### config.mk
export PLATFORM = sky130hd
export DESIGN_NAME = mfp_ahb_bus_n
export DESIGN_NICKNAME = d
export VERILOG_FILES = /design/src/rtl/mfp_ahb_bus_n_pkg.sv /design/src/rtl/mfp_ahb_dec_n.sv /design/src/rtl/mfp_ahb_bus_n.sv
export SDC_FILE = /design/constraint.sdc
export NUM_CORES = 1
export LEC_CHECK = 0
export CORE_AREA = 2 2 83 85
export DETAILED_ROUTE_END_ITERATION = 7
export DIE_AREA = 0 0 85 87
export GPL_TIMING_DRIVEN = 0
export HOLD_SLACK_MARGIN = 0.02
export PLACE_DENSITY_LB_ADDON = 0.15
export RECOVER_POWER = 25
export SLEW_MARGIN = 0
export SYNTH_ARGS = -nofsm -noshare
export SYNTH_HDL_FRONTEND = slang
export SYNTH_SLANG_ARGS = --single-unit
### constraint.sdc
create_clock -name HCLK -period 1.85 [get_ports HCLK]
set_input_delay 0.185 -clock HCLK [delete_from_list [all_inputs] [get_ports HCLK]]
set_output_delay 0.185 -clock HCLK [all_outputs]
set_load 0.03 [all_outputs]
### src/rtl/mfp_ahb_bus_n_pkg.sv
// Shared AHB-lite codes, default slave address map and FSM state type for mfp_ahb_bus_n.
package mfp_ahb_bus_n_pkg;

   localparam logic [1:0] H_IDLE   = 2'b00;
   localparam logic [1:0] H_BUSY   = 2'b01;
   localparam logic [1:0] H_NONSEQ = 2'b10;
   localparam logic [1:0] H_SEQ    = 2'b11;

   localparam logic H_OKAY  = 1'b0;
   localparam logic H_ERROR = 1'b1;

   // Slave 0 boot RAM, 1 program RAM, 2 GPIO, 3 SSEG; slave i at bits [32i+:32].
   localparam logic [127:0] SLV_BASE_DEF = {32'h1f70_0000, 32'h1f80_0000,
                                            32'h0000_0000, 32'h1fc0_0000};
   localparam logic [127:0] SLV_MASK_DEF = {32'h1ff0_0000, 32'h1ff0_0000,
                                            32'h1fc0_0000, 32'h1fc0_0000};

   typedef enum logic [1:0] {StIdle, StSlv, StErr1, StErr2} bus_state_e;

   // Timeout counter width, clamped to 8..16 bits.
   function automatic int unsigned to_cnt_width(input int unsigned to_cyc);
      int unsigned w;
      w = $clog2(to_cyc + 1);
      if (w < 8) w = 8;
      if (w > 16) w = 16;
      return w;
   endfunction

endpackage

### src/rtl/mfp_ahb_dec_n.sv
// Priority mask/base address decoder: one-hot select of the lowest matching slave plus miss flag.
module mfp_ahb_dec_n
   import mfp_ahb_bus_n_pkg::*;
#(
   parameter int unsigned           N_SLV    = 4,
   parameter logic [N_SLV*32-1:0]   SLV_BASE = SLV_BASE_DEF,
   parameter logic [N_SLV*32-1:0]   SLV_MASK = SLV_MASK_DEF
) (
   input  logic [28:0]      haddr_i,
   output logic [N_SLV-1:0] hsel_o,
   output logic             miss_o
);

   logic found;

   always_comb begin
      hsel_o = '0;
      found  = 1'b0;
      for (int i = 0; i < N_SLV; i++) begin
         if (!found &&
             ((haddr_i & SLV_MASK[32*i +: 29]) == SLV_BASE[32*i +: 29])) begin
            hsel_o[i] = 1'b1;
            found     = 1'b1;
         end
      end
      miss_o = ~found;
   end

endmodule

### src/rtl/mfp_ahb_bus_n.sv
// Single-master AHB-lite interconnect with N slaves, wait-state aware data-phase mux and
// default ERROR slave. Optional slave-hang timeout enabled by MFP_AHB_TIMEOUT_EN.
module mfp_ahb_bus_n
   import mfp_ahb_bus_n_pkg::*;
#(
   parameter int unsigned              N_SLV    = 4,
   parameter int unsigned              DATA_W   = 32,
   parameter logic [N_SLV*32-1:0]      SLV_BASE = SLV_BASE_DEF,
   parameter logic [N_SLV*32-1:0]      SLV_MASK = SLV_MASK_DEF,
   parameter int unsigned              TO_CYC   = 256
) (
   input  logic                      HCLK,
   input  logic                      HRESET,
   input  logic [31:0]               HADDR,
   input  logic [1:0]                HTRANS,
   input  logic                      HWRITE,
   output logic [DATA_W-1:0]         HRDATA,
   output logic                      HREADY,
   output logic                      HRESP,
   output logic [N_SLV-1:0]          HSEL_S,
   input  logic [N_SLV*DATA_W-1:0]   HRDATA_S,
   input  logic [N_SLV-1:0]          HREADYOUT_S,
   input  logic [N_SLV-1:0]          HRESP_S,
   output logic                      TIMEOUT
);

   localparam logic [N_SLV:0] DSEL_DEF = {1'b1, {N_SLV{1'b0}}};

   logic [N_SLV-1:0] hsel;
   logic             miss;
   logic             active;
   logic             slv_rdy;
   logic             slv_resp;
   logic [DATA_W-1:0] slv_rdata;
   logic             to_hit;
   bus_state_e       state_q;
   bus_state_e       dec_state;
   logic [N_SLV:0]   dsel_q;
   logic [N_SLV:0]   dec_dsel;
   logic             unused_ok;

   // Write direction and the low HTRANS bit do not affect routing.
   assign unused_ok = ^{HWRITE, HTRANS[0], HADDR[31:29]};
   assign active    = HTRANS[1];

   mfp_ahb_dec_n #(
      .N_SLV    (N_SLV),
      .SLV_BASE (SLV_BASE),
      .SLV_MASK (SLV_MASK)
   ) u_dec (
      .haddr_i (HADDR[28:0]),
      .hsel_o  (hsel),
      .miss_o  (miss)
   );

   assign HSEL_S = hsel;

   always_comb begin
      if (active && !miss) begin
         dec_state = StSlv;
         dec_dsel  = {1'b0, hsel};
      end else if (active) begin
         dec_state = StErr1;
         dec_dsel  = DSEL_DEF;
      end else begin
         dec_state = StIdle;
         dec_dsel  = '0;
      end
   end

   always_comb begin
      slv_rdy   = 1'b0;
      slv_resp  = H_OKAY;
      slv_rdata = '0;
      for (int i = 0; i < N_SLV; i++) begin
         if (dsel_q[i]) begin
            slv_rdy   = HREADYOUT_S[i];
            slv_resp  = HRESP_S[i];
            slv_rdata = HRDATA_S[DATA_W*i +: DATA_W];
         end
      end
   end

   always_comb begin
      HREADY = 1'b1;
      HRESP  = H_OKAY;
      HRDATA = '0;
      case (state_q)
         StSlv: begin
            HREADY = slv_rdy;
            HRESP  = slv_resp;
            HRDATA = slv_rdata;
         end
         StErr1: begin
            HREADY = 1'b0;
            HRESP  = H_ERROR;
         end
         StErr2: HRESP = H_ERROR;
         default: ;
      endcase
   end

`ifdef MFP_AHB_TIMEOUT_EN
   localparam int unsigned          CNT_W   = to_cnt_width(TO_CYC);
   localparam logic [CNT_W-1:0]     TO_LAST = CNT_W'(TO_CYC - 1);

   logic [CNT_W-1:0] to_cnt_q;
   logic             timeout_q;

   assign to_hit  = (state_q == StSlv) && !slv_rdy && (to_cnt_q == TO_LAST);
   assign TIMEOUT = timeout_q;

   always_ff @(posedge HCLK) begin
      if (HRESET) begin
         to_cnt_q  <= '0;
         timeout_q <= 1'b0;
      end else if (to_hit) begin
         to_cnt_q  <= '0;
         timeout_q <= 1'b1;
      end else if ((state_q == StSlv) && !slv_rdy) begin
         to_cnt_q  <= to_cnt_q + 1'b1;
      end else begin
         to_cnt_q  <= '0;
      end
   end
`else
   localparam int unsigned unused_to_cyc = TO_CYC;

   assign to_hit  = 1'b0;
   assign TIMEOUT = 1'b0;
`endif

   // A timeout switches dsel to the default slave so the hung slave's late ready is ignored.
   always_ff @(posedge HCLK) begin
      if (HRESET) begin
         state_q <= StIdle;
         dsel_q  <= '0;
      end else if (state_q == StErr1) begin
         state_q <= StErr2;
      end else if (to_hit) begin
         state_q <= StErr1;
         dsel_q  <= DSEL_DEF;
      end else if (HREADY) begin
         state_q <= dec_state;
         dsel_q  <= dec_dsel;
      end
   end

endmodule

==> results <==
==> where the power goes <==
| part | total (mW) | switching [mW] | leakage, nW | internal (mW) |
|---|---|---|---|---|
| clock network | 0.193 | 0.0531 | 0.0216 | 0.139 |
| registers | 0.140 | 0.00410 | 0.0492 | 0.135 |
| logic | 0.484 | 0.157 | 1.20 | 0.326 |
==> worst paths after layout <==
| kind | start | to | cells past startpoint |
|---|---|---|---|
| worst max-delay path | HADDR[24] | HSEL_S[1] | 4 |
| worst max register to register | dsel_q[1] | state_q[0] | 5 |
| worst min register to register | dsel_q[0] | dsel_q[0] | 2 |
| worst min-delay path | dsel_q[0] | dsel_q[0] | 2 |
==> per-layer routing <==
metal / global-route usage, % / wire length (um)
met5: 0 / 0
met4: 2.16 / 40
met3: 2.56 / 622
met2: 37.1 / 4350
met1: 28.0 / 3590
==> timing repair <==
action / in CTS / in global routing
pin swaps: 1 / 4
endpoints found under the setup margin: 38 / 34
resized for setup: 249 / 25
buffers inserted: 2 / 0
==> per-stage QoR <==
| step | setup slack (ns) | utilization (%) | hold slack, ns | area, sq um |
|---|---|---|---|---|
| 3_3_place_gp | -0.558 | 51.4 | 0.489 | 3380 |
| 5_1_grt | -0.0206 | 52.6 | 0.546 | 3450 |
| 6_report | 0.00925 | 52.6 | 0.508 | 3450 |
| 4_1_cts | 0.00726 | 52.2 | 0.509 | 3430 |
| 2_1_floorplan | 0.00928 | - | 0.254 | 1430 |
| 3_5_place_dp | -0.548 | 51.4 | 0.496 | 3380 |
==> cells by family (layout without fill, tap and decap cells) <==
family                 after synthesis  in the layout
and+or+nand+nor                     62             62
buffers and inverters               34            222
DFF                                  6              6
other                                1              1
AOI/OAI and AO/OA                  116            116
==> registers in the layout (all words and copies together), names as in the netlist <==
| signal | count |
|---|---|
| dsel_q | 4 |
| state_q | 2 |
==> layout make-up <==
class	count	area (sq um)	area share, %
sequential	6	121	3.52
inverter	6	22.5	0.652
timing repair buffer	187	1770	51.4
tap	80	100	2.90
multi-input combinational	179	1200	34.8
buffer	26	193	5.58
clock buffer	3	41.3	1.20
==> cells in the final DEF (no fill, tap or decap), types with 4 or more instances in the layout <==
| master | instances |
|---|---|
| buf_4 | 37 |
| o22ai_1 | 31 |
| clkdlybuf4s50_1 | 146 |
| clkbuf_8 | 5 |
| dfxtp_1 | 5 |
| buf_2 | 6 |
| clkbuf_2 | 12 |
| nand2_1 | 35 |
| inv_1 | 6 |
| buf_6 | 4 |
| a221o_1 | 33 |
| a21oi_1 | 5 |
| o21ai_0 | 21 |
| nand3_1 | 4 |
| o21ai_1 | 15 |
==> tightest hold or removal path, delay by kind of cell (launching register included) <==
family,cells,cell delay [ns]
AOI/OAI and AO/OA,1,0.07
DFF,1,0.32
and+or+nand+nor,1,0.06
==> out/qor.yml <==
synthesis:
  syn_nets: 392
  netlist_top_cells_area: "a221o_1 23%, o22ai_1 14%, nand2_1 9.3%"
  synth_seq_cells: 6
  synth_warnings: 0
  synth_top_flop_cell: "dfxtp_1"
  synth_top_family_by_area: "compound AO/OA/AOI/OAI gates"
  ys_types: 33
  synth_top_area_cell: "a221o_1"
  synth_edf_count: 0
  synthMostInstantiatedCell: "nand2_1"
  syn_area_per_cell_sq_um: 6.48
  synth_area_sq_mm: 0.00142
  ys_top_cells_by_count: "35 x nand2_1, 33 x a221o_1, 32 x o22ai_1, 25 x o21ai_0, 18 x clkbuf_1"
  synthMuxAreaShare_pct: 0
  synthSimpleGateAreaFrac_pct: 22.9
  async_flop_share_pct: 0
  ys_seq_area_share_pct: 8.47
  synthAdderAreaFrac_pct: 0
  synth_top_area_share_pct: 23.3
  synth_compound_area_share_pct: 57.8
  postSynthCellCount: 219
  synth_xor_area_share_pct: 0
global_route:
  first_global_vias: 2353
  grt-ovfl-total: 0
  antenna_found_initial: 0
  track_usage_pct: 20.9
  grt_pass1_wl_mm: 12.6
  grt_max_degree: 11
floorplan:
  fp.dieW_um: 85
  start_util_pct: 21.6
  num_rows: 30
  core-area_sq_mm: 0.00657
  ioPinCount: 212
  die-area_sq_mm: 0.00740
  die_h_um: 87
placed_design:
  gp_congestion: 0.899
  dp_cells: 484
  portBuffers: 185
  hpwlAfterDp_mm: 6.82
route:
  initialDrtViolationCount: 110
  wl_mm: 8.61
  ant_nets: 0
  vias: 2502
  drtPass1Iterations: 5
  wl_per_cell_um: 17.7
  drc: 0
  vias_per_cell: 5.14
cells_and_area:
  syn2layout_area_growth_pct: 143
  fill_cells: 668
  drive_above_1_share_pct: 20.9
  nets: 582
  num_antenna_cells: 0
  final_cells: 487
timing:
  fmax_mhz: 543
  skew_ns: 0.00297
  setup_viol: 0
  rsz0062_at_grt: "yes"
  drv_slew: 0
  fin_crit_sh_pct: 99.5
  period_minus_slack_ns: 1.84
  hold_violations: 0
  setup-tns-final_ns: 0
worst_setup_path:
  cpPeakStageDelay_ns: 0.56
  critPathLaunchType: "input port"
  arrival_ns: 1.66
  crit_chain: "clkdlybuf4s50_1 > or4_4 > nor4_4 > buf_4"
  end_kind: "output pin"
  crit_family: "simple AND/OR/NAND/NOR gates"
  worstPathMaxFanout: 4
  critPathSlowestCell: "or4_4"
  crit_required_ns: 1.66
  critPathBufInv: 2
  regToRegSetupSlack_ns: 0.24
  worstSetupPathType: "input port to output pin"
clock_network:
  clock-sinks: 6
  htreeDepth: 1
  clkLatencyLatePin_ns: 0.22
  cts_inserted_buffers: 3
  tritoncts: "done"
  clockBufferDepth: 2
  cts_hold_buf: 0
  path_clk_slew_ns: 0.03
  cts-root-buf: "clkbuf_8"
power:
  p_leak_nw: 1.27
  p_per_area_mw_per_mm2: 236
  power.total_uw: 816
  max-vdd-ir-drop_mv: 0.439
run:
  drv_cap: 0
run_status:
  status: "finished clean"
worst_hold_path:
  holdCritPathClass: "flop to flop"
No activity file was read; power rests on OpenSTA's default activity.
